`config.mk`:
```
export PLATFORM = sky130hd
export DESIGN_NAME = seg_scan_decoder
export DESIGN_NICKNAME = d
export VERILOG_FILES = /design/src/rtl/seg_scan_decoder.sv
export SDC_FILE = /design/constraint.sdc
export NUM_CORES = 1
export LEC_CHECK = 0
export CAP_MARGIN = 20
export CORE_AREA = 2 2 87 89
export CTS_BUF_LIST = sky130_fd_sc_hd__clkbuf_4 sky130_fd_sc_hd__clkbuf_8
export CTS_CLUSTER_SIZE = 40
export DETAILED_ROUTE_END_ITERATION = 10
export DIE_AREA = 0 0 89 91
export GPL_TIMING_DRIVEN = 0
export PLACE_DENSITY = 0.86
export RECOVER_POWER = 50
export SKIP_CTS_REPAIR_TIMING = 1
export SLEW_MARGIN = 30
export SYNTH_ARGS = -nofsm -noshare
export SYNTH_HDL_FRONTEND = slang
export SYNTH_SLANG_ARGS = --single-unit
```
`constraint.sdc`:
```
create_clock -name clk -period 2.5 [get_ports clk]
set_input_delay 0.5 -clock clk [delete_from_list [all_inputs] [get_ports clk]]
set_output_delay 0.5 -clock clk [all_outputs]
set_load 0.02 [all_outputs]
```
`src/rtl/seg_scan_decoder.sv`:
```
// seg_scan_decoder: recovers BCD digits from a filtered, multiplexed active-low seven-segment scan bus
module seg_scan_decoder #(
    parameter int STABLE_CYCLES  = 16,
    parameter int TIMEOUT_CYCLES = 4_000_000
) (
    input  logic       clk,
    input  logic       rst_n,
    input  logic [6:0] seg,
    input  logic [3:0] an,
    input  logic       dp,
    input  logic       err_clr,
    output logic [3:0] mt,
    output logic [3:0] mo,
    output logic [3:0] st,
    output logic [3:0] so,
    output logic [3:0] blank_mask,
    output logic [3:0] dp_mask,
    output logic       frame_valid,
    output logic       err_multi_an,
    output logic       err_timeout
);
    localparam int CW = $clog2(STABLE_CYCLES + 1);
    localparam int TW = $clog2(TIMEOUT_CYCLES + 1);
    localparam logic [CW-1:0] ACC_AT = CW'(STABLE_CYCLES - 1);
    localparam logic [CW-1:0] SAT = CW'(STABLE_CYCLES);
    localparam logic [TW-1:0] T_LAST = TW'(TIMEOUT_CYCLES - 1);
    logic [11:0]   s1, s2;
    logic [CW-1:0] cnt;
    logic [TW-1:0] tcnt;
    logic [3:0]    seen, seen_nxt, sel, dec;
    logic [3:0]    dig [4];
    logic [3:0]    an_w;
    logic [6:0]    seg_w;
    logic          dp_w, acc, one_hot, multi;
    assign {an_w, seg_w, dp_w} = s2;
    assign sel = ~an_w;
    assign acc = cnt == ACC_AT;
    assign one_hot = acc && $onehot(sel);
    assign multi = acc && !$onehot0(sel);
    assign seen_nxt = seen | (one_hot ? sel : 4'h0);
    assign {mt, mo, st, so} = {dig[3], dig[2], dig[1], dig[0]};
    always_comb begin
        case (seg_w)
            7'h40:   dec = 4'd0;
            7'h79:   dec = 4'd1;
            7'h24:   dec = 4'd2;
            7'h30:   dec = 4'd3;
            7'h19:   dec = 4'd4;
            7'h12:   dec = 4'd5;
            7'h02:   dec = 4'd6;
            7'h78:   dec = 4'd7;
            7'h00:   dec = 4'd8;
            7'h10:   dec = 4'd9;
            7'h7F:   dec = 4'hA;
            default: dec = 4'hE;
        endcase
    end
    always_ff @(posedge clk or negedge rst_n) begin
        if (!rst_n) begin
            s1           <= '1;
            s2           <= '1;
            cnt          <= '0;
            tcnt         <= '0;
            seen         <= '0;
            dig          <= '{default: 4'hA};
            blank_mask   <= 4'hF;
            dp_mask      <= 4'h0;
            frame_valid  <= 1'b0;
            err_multi_an <= 1'b0;
            err_timeout  <= 1'b0;
        end else begin
            s1  <= {an, seg, dp};
            s2  <= s1;
            cnt <= s1 != s2 ? '0 : cnt == SAT ? cnt : cnt + 1'b1;
            for (int i = 0; i < 4; i++) begin
                if (one_hot && sel[i]) begin
                    dig[i]        <= dec;
                    blank_mask[i] <= seg_w == 7'h7F;
                    dp_mask[i]    <= ~dp_w;
                end
            end
            frame_valid  <= seen_nxt == 4'hF;
            seen         <= seen_nxt == 4'hF ? 4'h0 : seen_nxt;
            tcnt         <= frame_valid || tcnt == T_LAST ? '0 : tcnt + 1'b1;
            err_timeout  <= (tcnt == T_LAST && !frame_valid) || (err_timeout && !err_clr);
            err_multi_an <= multi || (err_multi_an && !err_clr);
        end
    end
endmodule

```
* Word-level counts from Yosys, hierarchy flattened *
Index checks and enable logic that the tools add are counted.

operators by class
  reduce and logical (&&, ||, !) cells = 16
  add/subtract/negate cells = 5
  bitwise logic cells = 3
  muxes and demuxes = 6
  $lt $le $gt $ge = 1
  eq/ne operators = 17

operator list
  cell                                                            count
  case mux 4 bit (11 select lines)                                1
  equality test 7 bit, second input constant                      4
  adder 22 x 1 -> 22 bit, second input constant                   1
  equality test 22 bit, second input constant                     1
  2-to-1 mux 22 bit                                               1
  equality test 7 x 5 -> 1 bit, second input constant             3
  equality test 7 x 6 -> 1 bit, second input constant             2
  != test 12 bit                                                  1
  2-to-1 mux 5 bit                                                2
  logical AND 1 bit                                               9
  2-to-1 mux 4 bit                                                2
  equality test 7 x 2 -> 1 bit, second input constant             1
  zero test 7 bit                                                 1
  adder 5 x 1 -> 5 bit, second input constant                     1
  equality test 5 x 4 -> 1 bit, second input constant             1
  equality test 5 bit, second input constant                      1
  adder 1 x 1 -> 2 bit                                            2
  equality test 4 bit, second input constant                      1
  NOT 4 bit                                                       1
  OR 4 bit                                                        1
  adder 2 x 2 -> 3 bit                                            1
  equality test 3 x 1 -> 1 bit, second input constant             1
  less-or-equal comparator 3 x 1 -> 1 bit, second input constant  1
  zero test 1 bit                                                 3
  3 further kinds                                                 5

word-level totals
  output and inout port bits = 27
  flip-flop bits (word level) = 82

* Logic depth before layout (Yosys ltp) *
Gate-level depths: netlist (run 1).

  depth after elaboration = 9
  mapped depth = 10

* Worst setup path after synthesis (run 1) *
Ideal clock, no wire load.

  kind = reg2reg
  from = register s2[9]
  to = register seen[1]
  arrival = 2.581 ns
  period minus slack after synthesis = 2.700 ns
  library setup time = 0.119 ns
  stages on the path, launching flop included = 11
  buffers on the path = 0
  slack = -0.200 ns
  required time = 2.381 ns
  path through = dfstp_2 fa_1 inv_1 ha_1 inv_1 ha_1 nand4bb_1 nor2_1 o22a_1 o221ai_1 o21a_1

between the ends
  longest elaborated chain between the ends = 9

ends and longest elaborated chain
  what                                        RTL line  source
  start, declared                             27        logic [11:0] s1, s2;
  start signal, assigned                      61        s2 <= '1;
  start signal, assigned                      73        s2 <= s1;
  NOT 4 bit *                                 36        assign sel = ~an_w;
  adder 1 x 1 -> 2 bit (implied by the code)  38        assign one_hot = acc && $onehot(sel);
  adder 2 x 2 -> 3 bit (implied by the code)  38
  equality test 3 x 1 -> 1 bit                38
  logical AND 1 bit                           38
  2-to-1 mux 4 bit *                          40        assign seen_nxt = seen | (one_hot ? sel : 4'h0);
  OR 4 bit *                                  40
  equality test 4 bit                         83        seen <= seen_nxt == 4'hF ? 4'h0 : seen_nxt;
  2-to-1 mux 4 bit *                          83
  end signal, assigned                        83
  end, declared                               30        logic [3:0] seen, seen_nxt, sel, dec;

Every way passes the cells marked *; elsewhere a longest branch is shown, timed or not.
A chain may end at the register's enable or synchronous reset.

* Worst setup path after layout (run 1) *
  from = register s2[11]
  to = register seen[1]

The elaborated chain is that of the path after synthesis.

==> summary.md, run 1 <==
| Metric | Value |
|---|---|
| DR pass1 iterations | `4` |
| Post-synth top area cell | `dfrtp_1` |
| Failing checks | `max-capacitance violations, max-slew violations, negative setup slack` |
| Port bufs | `41` |
| Vias/cell | `between 5 and 6` |
| CORE AREA | `0.007137 sq mm` |
| Wire per inst | `approximately 15 microns` |
| Psw | `roughly 550 uW` |
| Number of global-route vias before repair | `2494` |
| Gr ovfl total | `0` |
| RSZ-0062 raised after global routing | `yes` |
| Critical Path RT | `2750 ps` |
| Rows | `31` |
| Total chip power | `2.502 mW` |
| Post-synthesis cell count | `317` |
| Unique cell type count in the Yosys netlist | `44` |
| Arrival time worst endpoint | `2800 ps` |
| Top cells by area, synth | `dfrtp_1, dfstp_2, xor2_1, nor2_1, nand2_1` |
| Critical path endpoint category | `register` |
| Fin crit share | `102.2%` |
| First-pass GRT wire length | `11240 microns` |
| I/O pin count | `42` |
| CTS buffer count | `9` |
| CP max stage cell | `dfstp_2` |
| Setup crit start kind | `register` |
| Top_reg_cell synth | `dfrtp_1` |
| Setup CP Type | `reg2reg` |
| Cell family with most CP delay | `adder cells` |
| Comb pwr share | `under 10%` |
| Clk_lat worst skew | `360 ps` |
| # diodes | `0` |
| Top-count cell post-synth | `dfrtp_1` |
| Die Height | `91 microns` |
| Clk root buf | `clkbuf_8` |
| Die X | `89 microns` |
| CP Cell Sequence | `fa_1 > inv_2 > ha_4 > inv_2 > ha_4 > nand4bb_4 > nor2_4 > o22a_1 > o221ai_4 > o21a_1` |
| Status | `finished with violations` |
| Final hold vios | `0` |
| Pwr per Cell Area | `551.0 mW/mm^2` |
| Die ar. | `0.008099 sq mm` |
| Synth top area share | `32.09%` |
| Post-synth ARST share | `100.0%` |
| Share of cells above drive strength 1 | `24.09%` |
| Worst path bufs/invs | `2` |
| Synthesis Warnings | `0` |
| Mapped Avg Cell Area | `about 11 sq um` |
| Sw Share | `22.16%` |
| Top post-synthesis cells by count | `dfrtp_1, nor2_1, dfstp_2, xor2_1, nand2_1` |
| Final HPWL DP | `4748 microns` |
| Max_slew headroom | `-39.53%` |
| Longest Clk Path Bufs | `2` |
| Register area share after synthesis | `between 50% and 60%` |
| F_max | `391.2 MHz` |
| MaxCap Viol Count | `1` |
| Mapped Nets | `340` |
| Worst setup margin | `-56.09 ps` |
| Gpl congestion | `0.8937` |
| P_leak | `1.951 nW` |
| Worst vdd ir | `0.3038 mV` |
| Pint | `1.948 mW` |
| Vias post-DR | `2564` |
| CTS tree | `yes` |
| Crit Path Max Fanout | `7` |
| Fin. max-slew vios | `41` |
| DR DRC count | `0` |
| Total Routing Usage GR | `17.88%` |
| R2R Setup Slk | `-60 ps` |
| FF+latch count, synth | `82` |
| Synthesized area | `0.003587 sq mm` |
| Place WS | `-292.2 ps` |
| Final setup fails | `5` |
| Final WL | `7304 microns` |
| Synth-to-Final Area Change | `26.61%` |
| Clock Sink Count | `82` |
| Worst Hold Class | `reg2reg` |
| Post-route ant nets | `0` |
| Starting density of the core | `between 50% and 60%` |
| Critical path's largest stage delay | `580 ps` |
| Largest net degree at the start of global routing | `43` |
| Clock power share | `38.7%` |
| Worst-margin pin slew | `2093 ps` |
| Nets | `about 400` |
| Initial antenna violation count | `0` |
| H-tree depth | `3` |
| Clock transition at the registers of the reported paths | `80 ps` |
| Tmin final | `roughly 2600 ps` |
| Clk_skew | `8.888 ps` |
| EDFF count, synth | `0` |
| Power share of the sequential group | `55.1%` |
| Drt initial violations | `approximately 250` |
sequential cells by signal, summed over array words and instances (netlist names), 5 cells and up:
register  flops
s2           12
tcnt         22
cnt           5
s1           12
power by group through the flow:
stage                     clock network (mW)  logic, mW  registers [mW]
final                                  0.968      0.154            1.38
after global placement                     0      0.115            1.41
after CTS                              0.979      0.127            1.38
after global routing                    1.04      0.173            1.38
after floorplan                            0     0.0607            1.40
after detailed placement                   0      0.126            1.41
kinds of logic (layout without fill, tap and decap cells):
family,after synthesis,in the layout,share of synthesized area (%)
adders and majority gates,8,8,3.000
buffers and inverters,24,93,3.279
muxes,5,5,1.535
and+or+nand+nor,123,123,18.00
xor gates and xnor gates,36,36,8.790
DFF,82,82,58.46
AOI/OAI and AO/OA,39,39,6.941
layout make-up:
| type | count | area (sq um) |
|---|---|---|
| Fill cell | 542 | 2595 |
| Buffer | 7 | 53.80 |
| Clock inverter | 4 | 52.55 |
| Clock buffer | 12 | 152.6 |
| Timing Repair Buffer | 54 | 518.0 |
| Sequential cell | 82 | 2097 |
| Inverter | 16 | 60.06 |
| Multi-Input combinational cell | 211 | 1484 |
| Tap cell | 99 | 123.9 |
path summary, 6_finish.rpt:
kind                        start       end  cells past startpoint
max reg2reg                s2[11]   seen[1]                     10
min in group asynchronous   rst_n  tcnt[12]                      1
min                         s1[4]     s2[4]                      0
max                        s2[11]   seen[1]                     10
min reg2reg                 s1[4]     s2[4]                      0
max in group asynchronous   rst_n  tcnt[19]                      1
worst register-to-register path: stages (launching register included):
cell       delay, ps
dfstp_2          580
fa_1             460
inv_2             90
ha_4             140
inv_2             40
ha_4             210
nand4bb_4        300
nor2_4           170
o22a_1           190
o221ai_4         130
o21a_1           140
cells in the final DEF (no fill, tap or decap), types with 2 or more instances in the layout:
| master | n |
|---|---|
| dfrtp_1 | 46 |
| clkdlybuf4s50_1 | 40 |
| nor2_1 | 37 |
| dfstp_2 | 30 |
| xor2_1 | 26 |
| nand2_1 | 24 |
| inv_1 | 14 |
| o21ai_0 | 14 |
| nand3_1 | 13 |
| buf_4 | 11 |
| xnor2_1 | 10 |
| clkbuf_8 | 10 |
| a21oi_1 | 7 |
| nand4_1 | 6 |
| and3_1 | 6 |
| nor4_1 | 6 |
| dfstp_1 | 6 |
| nor3_1 | 5 |
| nor4b_1 | 4 |
| buf_2 | 4 |
| nor2_4 | 4 |
| o21a_1 | 4 |
| buf_6 | 4 |
| a21oi_2 | 4 |
| ha_1 | 4 |
| o22ai_1 | 3 |
| ha_4 | 3 |
| inv_2 | 2 |
| nand2b_1 | 2 |
| a22o_1 | 2 |
| nor3b_1 | 2 |
| mux2_4 | 2 |
| mux2_2 | 2 |
| clkinv_4 | 2 |
| clkbuf_4 | 2 |
metal layers:
| metal | routed length, microns | vias up | track usage, % |
|---|---|---|---|
| met2 | 3716 | 86 | 27.67 |
| li1 | - | 1200 | - |
| met4 | 265 | 0 | 9.950 |
| met3 | 311 | 29 | 3.545 |
| met1 | 3011 | 1249 | 23.27 |
| met5 | 0 | - | 0 |
metrics by stage:
step / cells / setup TNS [ps] / area [sq um] / hold slack [ps] / util (%)
2_1_floorplan: 317 / -40.68 / 3631 / 204.4 / -
3_3_place_gp: 457 / -108740 / 4165 / 361.2 / 58.36
3_5_place_dp: 458 / -3411 / 4183 / 363.9 / 58.61
4_1_cts: 474 / -4264 / 4388 / 133.1 / 61.48
5_1_grt: 485 / -1810 / 4542 / 381.5 / 63.64
6_report: 485 / -202.2 / 4542 / 372.6 / 63.64
Power figures use the tool's default switching activity.
==> inputs of run 2 (changes only) <==
--- a/config.mk
+++ b/config.mk
@@ -6,13 +6,15 @@
 export NUM_CORES = 1
 export LEC_CHECK = 0
 export CAP_MARGIN = 20
-export CORE_AREA = 2 2 87 89
+export CELL_PAD_IN_SITES_DETAIL_PLACEMENT = 1
+export CELL_PAD_IN_SITES_GLOBAL_PLACEMENT = 2
+export CORE_AREA = 2 2 105 107
 export CTS_BUF_LIST = sky130_fd_sc_hd__clkbuf_4 sky130_fd_sc_hd__clkbuf_8
 export CTS_CLUSTER_SIZE = 40
 export DETAILED_ROUTE_END_ITERATION = 10
-export DIE_AREA = 0 0 89 91
+export DIE_AREA = 0 0 107 109
 export GPL_TIMING_DRIVEN = 0
-export PLACE_DENSITY = 0.86
+export PLACE_DENSITY = 0.87
 export RECOVER_POWER = 50
 export SKIP_CTS_REPAIR_TIMING = 1
 export SLEW_MARGIN = 30
==> run 2 against run 1 <==
  * The flow finishes with violations (negative setup slack)
  * Non-clock buffer count grew 8
  * Via count shrank 0.78%
  * Sequential share of layout area shrank 1.7 points
  * Die area grew 44%
  * Worst hold slack gained 4.0 ps
  * Largest power group unchanged
  * Total power grew 3.7%
==> summary.md, run 2 (synthesis gave the netlist of run 1 again) <==
| Metric | Value |
|---|---|
| Largest registers | `tcnt x22, s1 x12, s2 x12` |
| MaxCap Viol Count | `0 (-1)` |
| DP Area | `0.004245 sq mm (+1.5%)` |
| Worst Hold Class | `reg2reg` |
| Setup crit start kind | `register` |
| F_max | `387.1 MHz (-1.0%)` |
| DR pass1 iterations | `4 (unchanged)` |
| Initial antenna violation count | `0 (unchanged)` |
| Commonest non-fill, non-tap cell in the layout | `dfrtp_1` |
| Die X | `107 microns (+20%)` |
| Failing checks | `negative setup slack` |
| Fin. max-slew vios | `0 (-100%)` |
| DR DRC count | `0 (unchanged)` |
| CTS tree | `yes` |
| Vias post-DR | `2544 (-0.78%)` |
| Gpl congestion | `0.7288 (-18%)` |
| Fillers | `1147 (+110%)` |
| H-tree depth | `3 (unchanged)` |
| Critical path endpoint category | `register` |
| Share of cells above drive strength 1 | `28.17% (+4.1 points)` |
| Crit Path Max Fanout | `5 (-2)` |
| Final HPWL DP | `5570 microns (+17%)` |
| Clk_skew | `13.70 ps (+4.811 ps)` |
| Gr ovfl total | `0 (unchanged)` |
| Final core occ | `44.43% (-19 points)` |
| Critical path's largest stage delay | `590 ps (about the same)` |
| Final WL | `8166 microns (+12%)` |
| CTS buffer count | `9 (unchanged)` |
| Die Height | `109 microns (+20%)` |
| Nets | `412 (+2.0%)` |
| Longest Clk Path Bufs | `2 (unchanged)` |
| CP Cell Sequence | `fa_1 > inv_1 > ha_2 > inv_2 > ha_4 > nand4bb_4 > buf_12 > nor2_4 > mux2_2` |
| Port bufs | `41 (unchanged)` |
| Max_slew headroom | `6.172% (+46 points)` |
| P_leak | `2.008 nW (+2.9%)` |
| Storage cell area | `0.002097 sq mm (unchanged)` |
| Arrival time worst endpoint | `2880 ps (+80 ps)` |
| I/O pin count | `42 (unchanged)` |
| Number of global-route vias before repair | `2607 (+4.5%)` |
| Drt initial violations | `54 (-78%)` |
| First-pass GRT wire length | `13030 microns (+16%)` |
| Clock Sink Count | `82 (unchanged)` |
| Pwr per Cell Area | `550.9 mW/mm^2 (about the same)` |
| Tmin final | `2583 ps (+27.11 ps)` |
| Critical Path RT | `2800 ps (+50 ps)` |
| Status | `finished with violations` |
| Worst setup margin | `-83.19 ps (-27.11 ps)` |
| Vias/cell | `4.764 (-9.9%)` |
| # diodes | `0 (unchanged)` |
| RSZ-0062 raised after global routing | `yes` |
| CP max stage cell | `dfstp_2` |
| Final hold vios | `0 (unchanged)` |
| Largest net degree at the start of global routing | `58 (+35%)` |
| Fin area | `0.004711 sq mm (+3.7%)` |
| Worst-margin pin slew | `1407 ps (-685.5 ps)` |
| Synth-to-Final Area Change | `31.32%` |
| Worst vdd ir | `0.2868 mV (-5.6%)` |
| Die ar. | `0.01166 sq mm (+44%)` |
| Most frequent cells in the layout | `dfrtp_1, nor2_1, clkdlybuf4s50_1` |
| Final setup fails | `9 (+4)` |
| Wire per inst | `15.29 microns (+1.5%)` |
| Clock transition at the registers of the reported paths | `80 ps (about the same)` |
| Clk_lat worst skew | `370 ps (about the same)` |
| Number of flip-flops in the largest register | `22 (unchanged)` |
| Area of the multi-input gates | `0.001511 sq mm (+1.9%)` |
| Total Routing Usage GR | `14.77% (-3.1 points)` |
| Starting density of the core | `33.83% (-16 points)` |
| Setup CP Type | `reg2reg` |
| Clk root buf | `clkbuf_8` |
| Rows | `38 (+23%)` |
| Fin crit share | `103.3% (+1.1 points)` |
| Post-route ant nets | `0 (unchanged)` |
| Most flops, register | `tcnt` |
| CORE AREA | `0.01060 sq mm (+49%)` |
run 2: changes by cell type in the layout (fill, tap and decap cells not counted), sizes merged:
cell	change
dlygate4sd3	+13
buf	+7
clkinv	-1
clkinvlp	+2
inv	+1
clkbuf	-3
clkdlybuf4s50	-12
bufinv	+1
run 2: report_power, final:
group / internal (mW) / switching, mW / total, mW
Sequential: 1.36 / 0.0202 / 1.38
Combinational: 0.0662 / 0.0765 / 0.143
Clock: 0.568 / 0.504 / 1.07
run 2: final cells by class:
type	count	area share, %
Sequential cell	82	44.52
Multi-Input combinational cell	211	32.08
Timing Repair Buffer	62	12.48
Tap cell	140	3.718
Clock buffer	9	2.629
Clock inverter	7	2.151
Inverter	16	1.275
Buffer	7	1.142
run 2: path summary, 6_finish.rpt:
path | startpoint | end | slack [ps] | cells after the start
setup / recovery | s2[11] | st[1] | -80 | 9
hold / removal | s1[11] | s2[11] | 380 | 0
setup reg to reg | s2[11] | st[1] | -80 | 9
hold reg to reg | s1[11] | s2[11] | 380 | 0
max in group asynchronous | rst_n | s2[7] | 330 | 3
min in group asynchronous | rst_n | seen[1] | 990 | 2
run 2: through the flow:
step                power [mW]  setup slack, ps  setup TNS [ps]  hold slack [ps]  std cells
finish                   2.595           -83.19          -416.3            376.5        534
floorplan                1.462           -9.768          -40.68            204.4        317
CTS                      2.637           -322.7           -4667           -38.83        515
global route             2.723           -204.6           -3076            384.4        534
global placement         1.529            -1902         -124450            362.2        498
detailed placement       1.540           -323.2           -4176            362.8        499
run 2: metal layers:
metal | track usage, % | wire, microns | vias up
met5 | 0 | 0 | -
met4 | 6.957 | 154 | 0
met3 | 3.825 | 268 | 10
met2 | 24.29 | 4217 | 41
met1 | 18.24 | 3525 | 1270
li1 | - | - | 1223
run 2: critical path: cells and delay by family (launching register included):
| kind | cells | cell delay [ps] |
|---|---|---|
| and+or+nand+nor | 2 | 440 |
| buffers and inverters | 3 | 310 |
| muxes | 1 | 360 |
| adders and majority gates | 3 | 810 |
| DFF | 1 | 590 |
==> inputs of run 3 (changes only) <==
--- a/config.mk
+++ b/config.mk
@@ -8,11 +8,11 @@
 export CAP_MARGIN = 20
 export CELL_PAD_IN_SITES_DETAIL_PLACEMENT = 1
 export CELL_PAD_IN_SITES_GLOBAL_PLACEMENT = 2
-export CORE_AREA = 2 2 105 107
+export CORE_AREA = 2 2 134 84
 export CTS_BUF_LIST = sky130_fd_sc_hd__clkbuf_4 sky130_fd_sc_hd__clkbuf_8
 export CTS_CLUSTER_SIZE = 40
 export DETAILED_ROUTE_END_ITERATION = 10
-export DIE_AREA = 0 0 107 109
+export DIE_AREA = 0 0 136 86
 export GPL_TIMING_DRIVEN = 0
 export PLACE_DENSITY = 0.87
 export RECOVER_POWER = 50
==> run 3 against run 2 <==
  * The run still ends with negative setup slack left
  * Sequential power about the same
  * Combinational power is essentially flat
  * Cell area fell by 2.8%
  * Fmax down 0.32%
  * Register-to-register slack barely moved
  * Sequential cell count did not move
  * Clock power is essentially flat
  * Worst setup slack got worse by 8.4 ps
  * Total power is 0.46% lower
  * Die area rose by 0.28%
  * Critical path type unchanged
  * Critical endpoint is now seen[3]
  * Largest power group unchanged
  * Highest routed layer unchanged
==> summary.md, run 3 (synthesis gave the netlist of run 1 again) <==
| Metric | Value |
|---|---|
| Initial antenna violation count | `0 (unchanged)` |
| Failing checks | `negative setup slack` |
| R2R Path Start | `s2[8]` |
| Fin crit share | `103.7% (+0.33 points)` |
| Post-route ant nets | `0 (unchanged)` |
| Uppermost routed layer | `met4` |
| Number of flip-flops in the largest register | `22 (unchanged)` |
| CP max stage cell | `dfstp_2` |
| Critical path endpoint category | `register` |
| Final HPWL DP | `6020 microns (+8.1%)` |
| Comb pwr share | `5.4% (about the same)` |
| Hold Path Cell Cnt | `0 (unchanged)` |
| Clock power share | `41.1% (-0.2 points)` |
| Setup CP Type | `reg2reg` |
| Most frequent cells in the layout | `dfrtp_1, clkdlybuf4s50_1, nor2_1` |
| Worst slack on hold paths | `374.7 ps (-1.822 ps)` |
| Critical path's largest stage delay | `600 ps (about the same)` |
| R2R Setup Slk | `-90 ps (about the same)` |
| Worst R2R End | `seen[3]` |
| Reg2reg path depth | `10 (+1)` |
| Crit Path Max Fanout | `7 (+2)` |
| Synth-to-Final Area Change | `27.62%` |
| Clk root buf | `clkbuf_8` |
| Vias post-DR | `2529 (-0.59%)` |
| Total Routing Usage GR | `14.96% (+0.19 points)` |
| Hold Path End | `s2[5]` |
| Worst vdd ir | `0.2478 mV (-14%)` |
| Worst Hold Class | `reg2reg` |
| Clk_skew | `10.39 ps (-3.313 ps)` |
| H-tree depth | `3 (unchanged)` |
| CTS tree | `yes` |
| Routed met2 length | `3805 microns (-9.8%)` |
| CORE AREA | `0.01038 sq mm (-2.1%)` |
| Wire per inst | `15.89 microns (+3.9%)` |
| Arrival time worst endpoint | `2820 ps (-60 ps)` |
| Clk_lat worst skew | `350 ps (-20 ps)` |
| Commonest non-fill, non-tap cell in the layout | `dfrtp_1` |
| Nets | `403 (-2.2%)` |
| Fillers | `1149 (+0.17%)` |
| Cell family with most CP delay | `adder cells` |
| Gpl congestion | `0.7841 (+7.6%)` |
| First-pass GRT wire length | `13330 microns (+2.3%)` |
| Final hold vios | `0 (unchanged)` |
| Psw | `547.7 uW (-8.9%)` |
| CTS buffer count | `9 (unchanged)` |
| Final core occ | `44.12% (-0.31 points)` |
| Pwr per Cell Area | `564.3 mW/mm^2 (+2.4%)` |
| Met1 WL | `4173 microns (+18%)` |
| Sw Share | `21.20% (-2.0 points)` |
| # diodes | `0 (unchanged)` |
| Fin. max-slew vios | `0 (unchanged)` |
| CP Cell Sequence | `fa_1 > inv_1 > ha_2 > inv_2 > ha_4 > nand4bb_4 > nor2_4 > o22a_1 > o221ai_4 > o21a_1` |
| Total chip power | `2.583 mW (-0.46%)` |
| DR DRC count | `0 (unchanged)` |
| Worst setup margin | `-91.56 ps (-8.362 ps)` |
| Largest net degree at the start of global routing | `63 (+8.6%)` |
| Vias/cell | `4.826 (+1.3%)` |
| Worst path bufs/invs | `2 (-1)` |
| Worst-margin pin slew | `1100 ps (-307.4 ps)` |
| Status | `finished with violations` |
| F_max | `385.9 MHz (-0.32%)` |
| Die X | `136 microns (+27%)` |
| Longest Clk Path Bufs | `2 (unchanged)` |
| Hold path start | `s1[5]` |
| Most flops, register | `tcnt` |
| Drt initial violations | `93 (+72%)` |
| Final WL | `8326 microns (+2.0%)` |
| Die ar. | `0.01170 sq mm (+0.28%)` |
| Die Height | `86 microns (-21%)` |
| Gr ovfl total | `0 (unchanged)` |
| Critical Path RT | `2730 ps (-70 ps)` |
| I/O pin count | `42 (unchanged)` |
| Max_slew headroom | `26.66% (+20 points)` |
| Pint | `2.036 mW (+2.1%)` |
| Clock Sink Count | `82 (unchanged)` |
| Setup crit start kind | `register` |
| Tmin final | `2592 ps (+8.362 ps)` |
| DR pass1 iterations | `4 (unchanged)` |
| Share of cells above drive strength 1 | `24.42% (-3.8 points)` |
| P_leak | `1.953 nW (-2.7%)` |
| RSZ-0062 raised after global routing | `yes` |
| Final setup fails | `13 (+4)` |
| Starting density of the core | `34.57% (+0.73 points)` |
| Power share of the sequential group | `53.4% (+0.2 points)` |
| Port bufs | `41 (unchanged)` |
| DR WL met3 | `316 microns (+18%)` |
| MaxCap Viol Count | `0 (unchanged)` |
| Number of global-route vias before repair | `2561 (-1.8%)` |
| Largest registers | `tcnt x22, s1 x12, s2 x12` |
| Rows | `29 (-24%)` |
| Clock transition at the registers of the reported paths | `80 ps (about the same)` |
run 3: cell types whose count changed in the layout (fill, tap and decap cells not counted), moves of 5 or more:
cell,before,now
clkbuf_8,9,14
dlygate4sd3_1,13,0
clkdlybuf4s50_1,28,40
buf_4,16,11
nand2_2,9,3
nand2_1,15,21
run 3: worst max-delay path by stage:
stage               cells after the start  startpoint         end  slack [ps]
global placement                        1       rst_n  dp_mask[2]       -1950
global route                           10       s2[8]     seen[1]        -220
detailed placement                     10      s2[11]     seen[3]        -300
CTS                                     9      s2[11]     seen[3]        -290
finish                                 10       s2[8]     seen[3]         -90
floorplan                              10      s2[11]     seen[1]         -10
run 3: layer usage:
layer | vias to the layer above | track usage, %
met4 | 0 | 4.451
met3 | 2 | 4.374
met5 | - | 0
met1 | 1289 | 21.14
met2 | 43 | 22.29
li1 | 1195 | -
run 3: power by group through the flow:
stage / logic [mW] / clock network [mW] / registers, mW
detailed placement: 0.132 / 0 / 1.41
floorplan: 0.0607 / 0 / 1.40
global route: 0.158 / 1.15 / 1.38
finish: 0.140 / 1.06 / 1.38
CTS: 0.133 / 1.09 / 1.38
global placement: 0.122 / 0 / 1.41
run 3: cell type report:
type / instances / area [sq um] / share of cell area (%)
clock buffers: 15 / 200.2 / 4.373
clock inverters: 1 / 30.03 / 0.6559
flip-flops and latches: 82 / 2097 / 45.80
multi-input cells: 211 / 1469 / 32.09
repair buffers: 53 / 494.2 / 10.80
plain buffers: 7 / 53.80 / 1.175
well taps: 139 / 173.9 / 3.799
inverters: 16 / 60.06 / 1.312
run 3: through the flow:
| stage | TNS (ps) | cell area [sq um] | std cells | setup WS [ps] |
|---|---|---|---|---|
| after floorplan | -40.68 | 3631 | 317 | -9.768 |
| after global placement | -126270 | 4215 | 497 | -1946 |
| after global routing | -3171 | 4578 | 524 | -215.0 |
| after detailed placement | -4279 | 4244 | 498 | -296.2 |
| after CTS | -4206 | 4474 | 514 | -293.7 |
| final | -732.3 | 4578 | 524 | -91.56 |
